===== config.mk =====
export PLATFORM = sky130hd
export DESIGN_NAME = trace_arbiter_flat
export DESIGN_NICKNAME = d
export VERILOG_FILES = /design/src/rtl/ryuki_datatypes.sv /design/src/rtl/trace_arbiter_if.sv /design/src/rtl/trace_fifo.sv /design/src/rtl/trace_arbiter.sv /design/src/flat_wrapper.sv
export SDC_FILE = /design/constraint.sdc
export NUM_CORES = 1
export LEC_CHECK = 0
export BUFFER_PORTS_ARGS = -buffer_cell sky130_fd_sc_hd__buf_2
export CORE_MARGIN = 1
export CORE_UTILIZATION = 55
export CTS_CLUSTER_DIAMETER = 50
export DETAILED_ROUTE_END_ITERATION = 6
export PLACE_DENSITY = 0.82
export SLEW_MARGIN = 5
export SYNTH_ARGS = -nofsm -noshare
export SYNTH_HDL_FRONTEND = slang
export SYNTH_SLANG_ARGS = --single-unit

===== constraint.sdc =====
create_clock -name clk -period 5.55 [get_ports clk]
set_input_delay 0 -clock clk [delete_from_list [all_inputs] [get_ports clk]]
set_output_delay 0 -clock clk [all_outputs]
set_load 0.005 [all_outputs]

===== src/rtl/ryuki_datatypes.sv =====
// Shared processor datatypes: trace record layout and the trace source identifier.
package ryuki_datatypes;

  typedef struct packed {
    logic [31:0] pc;
    logic [31:0] instr;
    logic [31:0] mem_addr;
    logic [31:0] mem_data;
    logic        mem_we;
  } trace_output;

  // 0 = IF/ID trace source, 1 = data-memory trace source
  typedef logic trace_src_t;

  typedef struct packed {
    trace_src_t  src;
    trace_output rec;
  } trace_entry_t;

endpackage


===== src/rtl/trace_arbiter_if.sv =====
// Valid/ready handshake carrying one trace record; master drives valid and data.
interface trace_arbiter_if;
  import ryuki_datatypes::*;

  logic        valid;
  logic        ready;
  trace_output data;

  modport master (output valid, output data, input ready);
  modport slave  (input valid, input data, output ready);

endinterface


===== src/rtl/trace_fifo.sv =====
// Power-of-two circular FIFO with a combinational head read and synchronous flush.
module trace_fifo #(
  parameter int unsigned DEPTH = 4,
  parameter type payload_t = logic
) (
  input  logic                   clk,
  input  logic                   rst,
  input  logic                   flush,
  input  logic                   push,
  input  payload_t               push_data,
  input  logic                   pop,
  output payload_t               head_data,
  output logic [$clog2(DEPTH):0] level,
  output logic                   full
);

  localparam int unsigned PtrW = $clog2(DEPTH);
  localparam logic [PtrW:0] LevelFull = (PtrW + 1)'(DEPTH);

  payload_t        mem [DEPTH];
  logic [PtrW-1:0] wr_ptr_q, wr_ptr_d;
  logic [PtrW-1:0] rd_ptr_q, rd_ptr_d;
  logic [PtrW:0]   level_q, level_d;
  logic            push_eff, pop_eff;

  always_comb begin
    push_eff = push & (level_q != LevelFull) & ~flush;
    pop_eff  = pop & (level_q != '0) & ~flush;
    wr_ptr_d = wr_ptr_q;
    rd_ptr_d = rd_ptr_q;
    level_d  = level_q;
    if (flush) begin
      wr_ptr_d = '0;
      rd_ptr_d = '0;
      level_d  = '0;
    end else begin
      // Pointers are exactly log2(DEPTH) bits, so the increment wraps modulo DEPTH
      if (push_eff) wr_ptr_d = wr_ptr_q + PtrW'(1);
      if (pop_eff)  rd_ptr_d = rd_ptr_q + PtrW'(1);
      unique case ({push_eff, pop_eff})
        2'b10:   level_d = level_q + (PtrW + 1)'(1);
        2'b01:   level_d = level_q - (PtrW + 1)'(1);
        default: level_d = level_q;
      endcase
    end
  end

  always_ff @(posedge clk or negedge rst) begin
    if (!rst) begin
      wr_ptr_q <= '0;
      rd_ptr_q <= '0;
      level_q  <= '0;
    end else begin
      wr_ptr_q <= wr_ptr_d;
      rd_ptr_q <= rd_ptr_d;
      level_q  <= level_d;
    end
  end

  // Storage carries no reset; contents are only observed through a valid level
  always_ff @(posedge clk) begin
    if (push_eff) mem[wr_ptr_q] <= push_data;
  end

  assign head_data = mem[rd_ptr_q];
  assign level     = level_q;
  assign full      = (level_q == LevelFull);

endmodule


===== src/rtl/trace_arbiter.sv =====
// Round-robin merge of two trace sources into one buffered trace stream with a stall counter.
module trace_arbiter
  import ryuki_datatypes::*;
#(
  parameter int unsigned DEPTH       = 4,
  parameter int unsigned STALL_WIDTH = 16
) (
  input  logic                   clk,
  input  logic                   rst,
  trace_arbiter_if.slave         src0,
  trace_arbiter_if.slave         src1,
  trace_arbiter_if.master        trace,
  output trace_src_t             trace_src,
  input  logic                   flush,
  output logic [$clog2(DEPTH):0] fifo_level,
  output logic [STALL_WIDTH-1:0] stall_count
);

  trace_src_t             last_grant_q, last_grant_d;
  logic                   sel0, sel1;
  logic                   full, push, pop, blocked;
  trace_entry_t           push_entry, head_entry;
  logic [STALL_WIDTH-1:0] stall_q, stall_d;

  trace_fifo #(
    .DEPTH     (DEPTH),
    .payload_t (trace_entry_t)
  ) u_fifo (
    .clk       (clk),
    .rst       (rst),
    .flush     (flush),
    .push      (push),
    .push_data (push_entry),
    .pop       (pop),
    .head_data (head_entry),
    .level     (fifo_level),
    .full      (full)
  );

  // Under contention the source that did not win last time is selected
  always_comb begin
    sel1 = src1.valid & (~src0.valid | (last_grant_q == 1'b0));
    sel0 = src0.valid & ~sel1;
    // No push-through when full, even if the sink pops this cycle
    src0.ready = sel0 & ~full & ~flush & rst;
    src1.ready = sel1 & ~full & ~flush & rst;
    push = src0.ready | src1.ready;
    push_entry.src = src1.ready;
    push_entry.rec = sel1 ? src1.data : src0.data;
    last_grant_d = push ? trace_src_t'(src1.ready) : last_grant_q;
  end

  always_comb begin
    trace.valid = (fifo_level != '0);
    trace.data  = head_entry.rec;
    trace_src   = head_entry.src;
    pop         = trace.valid & trace.ready;
  end

  always_comb begin
    blocked = (src0.valid & ~src0.ready) | (src1.valid & ~src1.ready);
    stall_d = stall_q;
    if (blocked && (stall_q != '1)) stall_d = stall_q + STALL_WIDTH'(1);
  end

  always_ff @(posedge clk or negedge rst) begin
    if (!rst) begin
      last_grant_q <= 1'b1;
      stall_q      <= '0;
    end else begin
      last_grant_q <= last_grant_d;
      stall_q      <= stall_d;
    end
  end

  assign stall_count = stall_q;

endmodule


===== src/flat_wrapper.sv =====
// flat-port wrapper written by rule: the top's interface ports become plain ports
module trace_arbiter_flat import ryuki_datatypes::*;
#(
  parameter int unsigned DEPTH       = 4,
  parameter int unsigned STALL_WIDTH = 16
)
  (clk, rst, trace_src, flush, fifo_level, stall_count, src0_valid, src0_data, src0_ready, src1_valid, src1_data, src1_ready, trace_valid, trace_data, trace_ready);
  trace_arbiter_if src0_i ();
  trace_arbiter_if src1_i ();
  trace_arbiter_if trace_i ();
  input  logic clk;
  input  logic rst;
  output trace_src_t trace_src;
  input  logic flush;
  output logic [$clog2(DEPTH):0] fifo_level;
  output logic [STALL_WIDTH-1:0] stall_count;
  input wire logic [$bits(src0_i.valid)-1:0] src0_valid;
  input wire logic [$bits(src0_i.data)-1:0] src0_data;
  output wire logic [$bits(src0_i.ready)-1:0] src0_ready;
  input wire logic [$bits(src1_i.valid)-1:0] src1_valid;
  input wire logic [$bits(src1_i.data)-1:0] src1_data;
  output wire logic [$bits(src1_i.ready)-1:0] src1_ready;
  output wire logic [$bits(trace_i.valid)-1:0] trace_valid;
  output wire logic [$bits(trace_i.data)-1:0] trace_data;
  input wire logic [$bits(trace_i.ready)-1:0] trace_ready;
  assign src0_i.valid = src0_valid;
  assign src0_i.data = src0_data;
  assign src0_ready = src0_i.ready;
  assign src1_i.valid = src1_valid;
  assign src1_i.data = src1_data;
  assign src1_ready = src1_i.ready;
  assign trace_valid = trace_i.valid;
  assign trace_data = trace_i.data;
  assign trace_i.ready = trace_ready;
  trace_arbiter #(.DEPTH(DEPTH), .STALL_WIDTH(STALL_WIDTH)) u_core (.clk(clk), .rst(rst), .src0(src0_i), .src1(src1_i), .trace(trace_i), .trace_src(trace_src), .flush(flush), .fifo_level(fifo_level), .stall_count(stall_count));
endmodule

==> flow_metrics.tcl, run 1 <==
set metrics [dict create \
    port_buffers 415 \
    antenna_found_initial 0 \
    synth-edff-count 520 \
    status "finished, final reports clean" \
    dieWidth_microns 200.1 \
    cts_max_level 2 \
    place_area_sq_um 24220 \
    final.min_clock_period_ps 3361 \
    area_growth_pct 31.99 \
    hold_buffers 264 \
    synth-seq-cells 544 \
    num_rows 72 \
    grt_pass1_wl_microns 75770 \
    design_area_sq_um 28490 \
    multi_input_area_sq_um 5092 \
    startpoint_type "input pin" \
    synthArstFlopShare_pct 4.412 \
    arrival_ps 3560 \
    place_inst 2111 \
    holdCritPathClass "input pin to flop" \
    holdWs_ps 190.6 \
    initial_core_util_pct 55.84 \
    syn_inst 1226 \
    avgViaCountPerCell 5.549 \
    syn-num-nets 1496 \
    clock.fmax_mhz 297.5 \
    worst_pin_slew_ps 1155 \
    setup_tns_ps 0 \
    first_pass_iters 5 \
    cts_tree "done" \
    cp-end-kind "flop" \
    p_per_area_nw_per_um2 389.3 \
    drive_gt1_share_pct 33.15 \
    track_usage_pct 25.52 \
    path_cells "dlygate4sd3_1 -> dlygate4sd3_1 -> buf_2 -> nand2b_4 -> nor3_1 -> and2_4 -> buf_4 -> buf_4" \
    post_cts_resized 0 \
    path_class "input pin to flop" \
    cts_num_sinks 544 \
    die_y_microns 200.1 \
    cap_violations 0 \
    yosysSeqAreaShare_pct 75.14 \
    dieArea_sq_um 40040 \
    drt_first_iter_violations 911 \
    cp_max_fo 41 \
    wire_per_inst_microns 20.82 \
    synthFlopType "edfxtp_1" \
    clk_pin_slew_ps 60 \
    leakagePower_nw 10.86 \
    fill_cells 2123 \
    gp_congestion 0.8044 \
    critical-path-slowest-cell "nor3_1" \
    hold_violations 0 \
    core_sq_um 38650 \
    grt_max_degree 74 \
    cts_root_buffer "clkbuf_16" \
    synthesis.area_sq_um 21580 \
    slew_viol_final 0 \
    fin_crit_sh_pct 60.56 \
    drtAntennaViolNets 0 \
    clkLatencyLatePin_ps 570 \
    clock_skew_ps 22.76 \
    relSlewSlack_pct 22.40 \
    drcViolationCount 0 \
    ios 416 \
    register_area_sq_um 16220 \
    setup_violations 0 \
    dp_hpwl_microns 27840 \
    grt_overflow 0 \
    nets 2181 \
    ir_worst_vdd_v 0.0003106 \
    cts_buffers 52 \
    cp.required_ps 5750 \
    slowest_delay_ps 920 \
    rsz0062_at_grt "false" \
    dr_total_vias 13728 \
    avgSynthCellArea_sq_um 17.60 \
    synthDistinctLibCells 36 \
    final_cells 2474 \
    yosysWarnings 0 \
    clockBufferDepth 3 \
    drt-total-wl_microns 51510 \
    grt_pass1_vias 14111 \
    cts_setup_buffers 0 \
]
critical path, delay by kind of cell:
family | cells | cell delay (ps)
simple gates | 3 | 1270
buf+inv | 5 | 2230
synthesized netlist by cell type (2+ instances only):
cell type	instances	area, sq um
ha_1	5	62.56
and2_1	8	50.05
and3_1	7	43.79
xnor2_1	11	96.34
nand2_1	395	1483
clkbuf_1	36	135.1
or3_1	2	12.51
buf_1	7	26.28
buf_6	2	22.52
nor2_1	11	41.29
nor3_1	3	15.01
edfxtp_1	520	15610
mux2_2	4	45.04
buf_2	18	90.09
mux4_2	130	2928
dfrtp_1	23	575.6
mux2i_1	3	30.03
and4_1	3	26.28
nand3_1	10	50.05
nand4_1	6	37.54
inv_1	5	18.77
xor2_1	3	26.28
routing by layer:
metal	wire, microns	up-vias	GRT usage [%]	share of wire, %
met5	0	-	0	0
met4	2565	0	13.34	5.0
met2	26060	724	43.08	51
met3	3792	173	5.914	7.4
li1	-	6029	-	-
met1	19100	6802	30.86	37
layout make-up:
type / count / area share [%]
Multi-Input combinational cell: 614 / 17.88
Tap cell: 518 / 2.275
Inverter: 5 / 0.06588
Clock inverter: 29 / 0.7028
Clock buffer: 69 / 4.976
Antenna cell: 1 / 0.008785
Sequential cell: 544 / 56.96
Timing Repair Buffer: 694 / 17.14
through the flow:
stage	worst slack, ps	util [%]	power [mW]
6_report	2189	73.71	11.09
5_1_grt	2008	73.70	11.55
4_1_cts	2226	73.70	11.12
3_5_place_dp	2319	62.68	7.507
3_3_place_gp	2348	62.68	7.448
2_1_floorplan	968.2	-	6.567
placed cells by master (no fill, tap or decap), drive strengths merged, types with 3 or more instances in the layout:
| master | n |
|---|---|
| edfxtp | 520 |
| buf | 430 |
| nand2 | 396 |
| dlygate4sd3 | 264 |
| mux4 | 130 |
| clkbuf | 69 |
| dfrtp | 23 |
| clkinv | 22 |
| nor2 | 11 |
| xnor2 | 11 |
| nand3 | 10 |
| inv | 9 |
| and2 | 8 |
| and3 | 7 |
| nand4 | 6 |
| ha | 5 |
| mux2 | 4 |
| nor3 | 3 |
| and4 | 3 |
| xor2 | 3 |
| mux2i | 3 |
kinds of logic (layout without fill, tap and decap cells):
logic type	count (synthesis)	after routing	share of synthesized area, %
AOI/OAI and AO/OA	4	4	0.1218
xor gates and xnor gates	14	14	0.5682
adders and majority gates	7	7	0.4348
buffers and inverters	68	797	1.357
DFF	544	544	75.14
muxes	137	137	13.91
other	0	1	0
and+or+nand+nor	452	452	8.464
where the power goes:
group / internal (mW) / total, mW / switching, mW
Sequential: 4.87 / 5.07 / 0.201
Clock: 1.90 / 3.35 / 1.45
Combinational: 1.39 / 2.67 / 1.28
worst paths after layout:
check | from | endpoint | slack [ps] | cells after the start
worst max-delay path | rst | u_core.u_fifo.mem[1][53] | 2190 | 8
worst min-delay path | src1_valid | u_core.u_fifo.wr_ptr_q[1] | 190 | 5
worst max register to register | u_core.u_fifo.level[2] | u_core.u_fifo.mem[1][53] | 2340 | 5
worst min register to register | u_core.last_grant_q | u_core.last_grant_q | 470 | 2
max in group asynchronous | rst | u_core.u_fifo.rd_ptr_q[1] | 3490 | 4
min in group asynchronous | rst | u_core.last_grant_q | 510 | 3
state kept, by name, indices dropped and copies added (netlist names):
signal / cells
u_core.u_fifo.wr_ptr_q: 2
u_core.last_grant_q: 1
u_core.u_fifo.mem: 520
u_core.u_fifo.level: 3
u_core.u_fifo.rd_ptr_q: 2
u_core.stall_count: 16
Power figures use the tool's default switching activity.
==> inputs of run 2 (changes only) <==
Clock period 5.55 ns to 3.3 ns, I/O delays scaled along.
==> flow_metrics.tcl, run 2 (synthesis gave the netlist of run 1 again) <==
set metrics [dict create \
    status "finished with violations" \
    violations "DRC" \
    drcViolationCount 4 \
    avgViaCountPerCell 5.461 \
    track_usage_pct 26.06 \
    holdCritPathClass "input pin to async pin" \
    clockBufferDepth 3 \
    rsz0062_at_grt "false" \
    dieArea_sq_um 40040 \
    cp-end-kind "flop" \
    area_growth_pct 32.69 \
    clock_skew_ps 15.43 \
    place_inst 2124 \
    grt_pass1_vias 14141 \
    final_cell_mix "edfxtp_1, buf_2, nand2_1" \
    cts_root_buffer "clkbuf_16" \
    path_cells "or3_1 -> nand2_1 -> nor3_1 -> fa_1 -> or3_1 -> a21o_1 -> a21oi_1 -> dlygate4sd3_1" \
    antenna_found_initial 3 \
    arrival_ps 3500 \
    drive_gt1_share_pct 33.50 \
    cts_buffers 52 \
    startpoint_type "flop" \
    fin_crit_sh_pct 90.77 \
    grt_overflow 0 \
    drt-total-wl_microns 52270 \
    critical-path-slowest-cell "dlygate4sd3_1" \
    first_pass_iters 7 \
    setup_tns_ps 0 \
    final.min_clock_period_ps 2995 \
    worst_path_most_repeated_cell "or3_1" \
    gp_congestion 0.8029 \
    dr_total_vias 13564 \
    nets 2194 \
    drtAntennaViolNets 0 \
    holdWs_ps 29.97 \
    cts_max_level 2 \
    finish.utilization_pct 74.10 \
    wire_per_inst_microns 21.04 \
    core_sq_um 38650 \
    num_rows 72 \
    die_y_microns 200.1 \
    slew_viol_final 0 \
    path_class "flop to flop" \
    worst_pin_slew_ps 692.9 \
    largest_register_ffs 520 \
    drt_first_iter_violations 839 \
    leakagePower_nw 10.92 \
    layout.cells.most_common "edfxtp_1" \
    cp.required_ps 3800 \
    ios 416 \
    top_register "u_core.u_fifo.mem" \
    post_cts_resized 0 \
    initial_core_util_pct 55.84 \
    fill_cells 2133 \
    crit_family "simple AND/OR/NAND/NOR gates" \
    grt_pass1_wl_microns 77360 \
    setup_violations 0 \
    cp_max_fo 5 \
    port_buffers 415 \
    slowest_delay_ps 550 \
    worst-path-buf-inv 1 \
    dp_hpwl_microns 28900 \
    relSlewSlack_pct 53.81 \
    cts_tree "done" \
    clk_pin_slew_ps 60 \
    p_per_area_nw_per_um2 649.5 \
    clock.fmax_mhz 333.9 \
    ir_worst_vdd_v 0.0004748 \
    hold_violations 0 \
    final_cells 2484 \
    dieWidth_microns 200.1 \
    grt_max_degree 70 \
    cts_setup_buffers 0 \
    cts_num_sinks 544 \
    cap_violations 0 \
    clkLatencyLatePin_ps 570 \
]
run 2: changes by cell type in the layout (fill, tap and decap cells not counted), moves of 2 or more:
cell	previous run	this run
clkinv_1	14	7
buf_12	4	13
clkinv_2	8	6
inv_8	2	0
buf_4	11	15
inv_6	2	4
bufinv_16	2	0
clkbuf_1	14	20
run 2: area by class of cell:
type | instances | area [sq um] | area share (%)
Clock buffer | 75 | 1440 | 5.029
Sequential cell | 544 | 16220 | 56.66
Timing Repair Buffer | 707 | 5092 | 17.78
Tap cell | 518 | 648.1 | 2.263
Antenna cell | 2 | 5.005 | 0.01748
Clock inverter | 19 | 115.1 | 0.4020
Multi-Input combinational cell | 614 | 5092 | 17.78
Inverter | 5 | 18.77 | 0.06554
run 2: what timing repair did:
| action | CTS | global route |
|---|---|---|
| setup endpoints to repair | 0 | 0 |
| endpoints found under the hold margin | 552 | 0 |
| hold buffers | 264 | 0 |
run 2: worst paths after layout:
kind / from / slack [ps] / endpoint / cells after the start
hold / removal: rst / 30 / u_core.stall_count[3] / 3
min in group clk: flush / 290 / u_core.u_fifo.level[1] / 3
hold reg to reg: u_core.last_grant_q / 470 / u_core.last_grant_q / 2
setup reg to reg: u_core.u_fifo.level[1] / 300 / u_core.u_fifo.level[2] / 8
max in group asynchronous: rst / 2970 / u_core.last_grant_q / 3
setup / recovery: u_core.u_fifo.level[1] / 300 / u_core.u_fifo.level[2] / 8
run 2: report_power, final:
group	internal [mW]	total (mW)	switching (mW)
combinational	2.41	4.67	2.26
clock	3.04	5.47	2.43
sequential	8.19	8.45	0.262
run 2: layer usage:
| layer | share of wire (%) | GRT usage, % | wire length (microns) | vias up |
|---|---|---|---|---|
| met2 | 52 | 45.81 | 27330 | 671 |
| met4 | 3.7 | 10.49 | 1931 | 2 |
| met1 | 37 | 31.59 | 19090 | 6711 |
| li1 | - | - | - | 6060 |
| met3 | 7.4 | 5.427 | 3892 | 120 |
| met5 | 0.031 | 0 | 16 | - |
run 2: stage by stage:
stage / area [sq um] / total power [mW] / setup slack (ps)
6_report: 28640 / 18.60 / 304.7
3_3_place_gp: 24430 / 12.58 / 1055
3_5_place_dp: 24430 / 12.71 / 901.8
2_1_floorplan: 21590 / 11.02 / 172.3
4_1_cts: 28630 / 18.61 / 351.5
5_1_grt: 28630 / 19.35 / 183.3
run 2: tightest hold or removal path, cell delays in order:
cell and delay [ps]:
dlygate4sd3_1 520, buf_2 150, buf_4 330
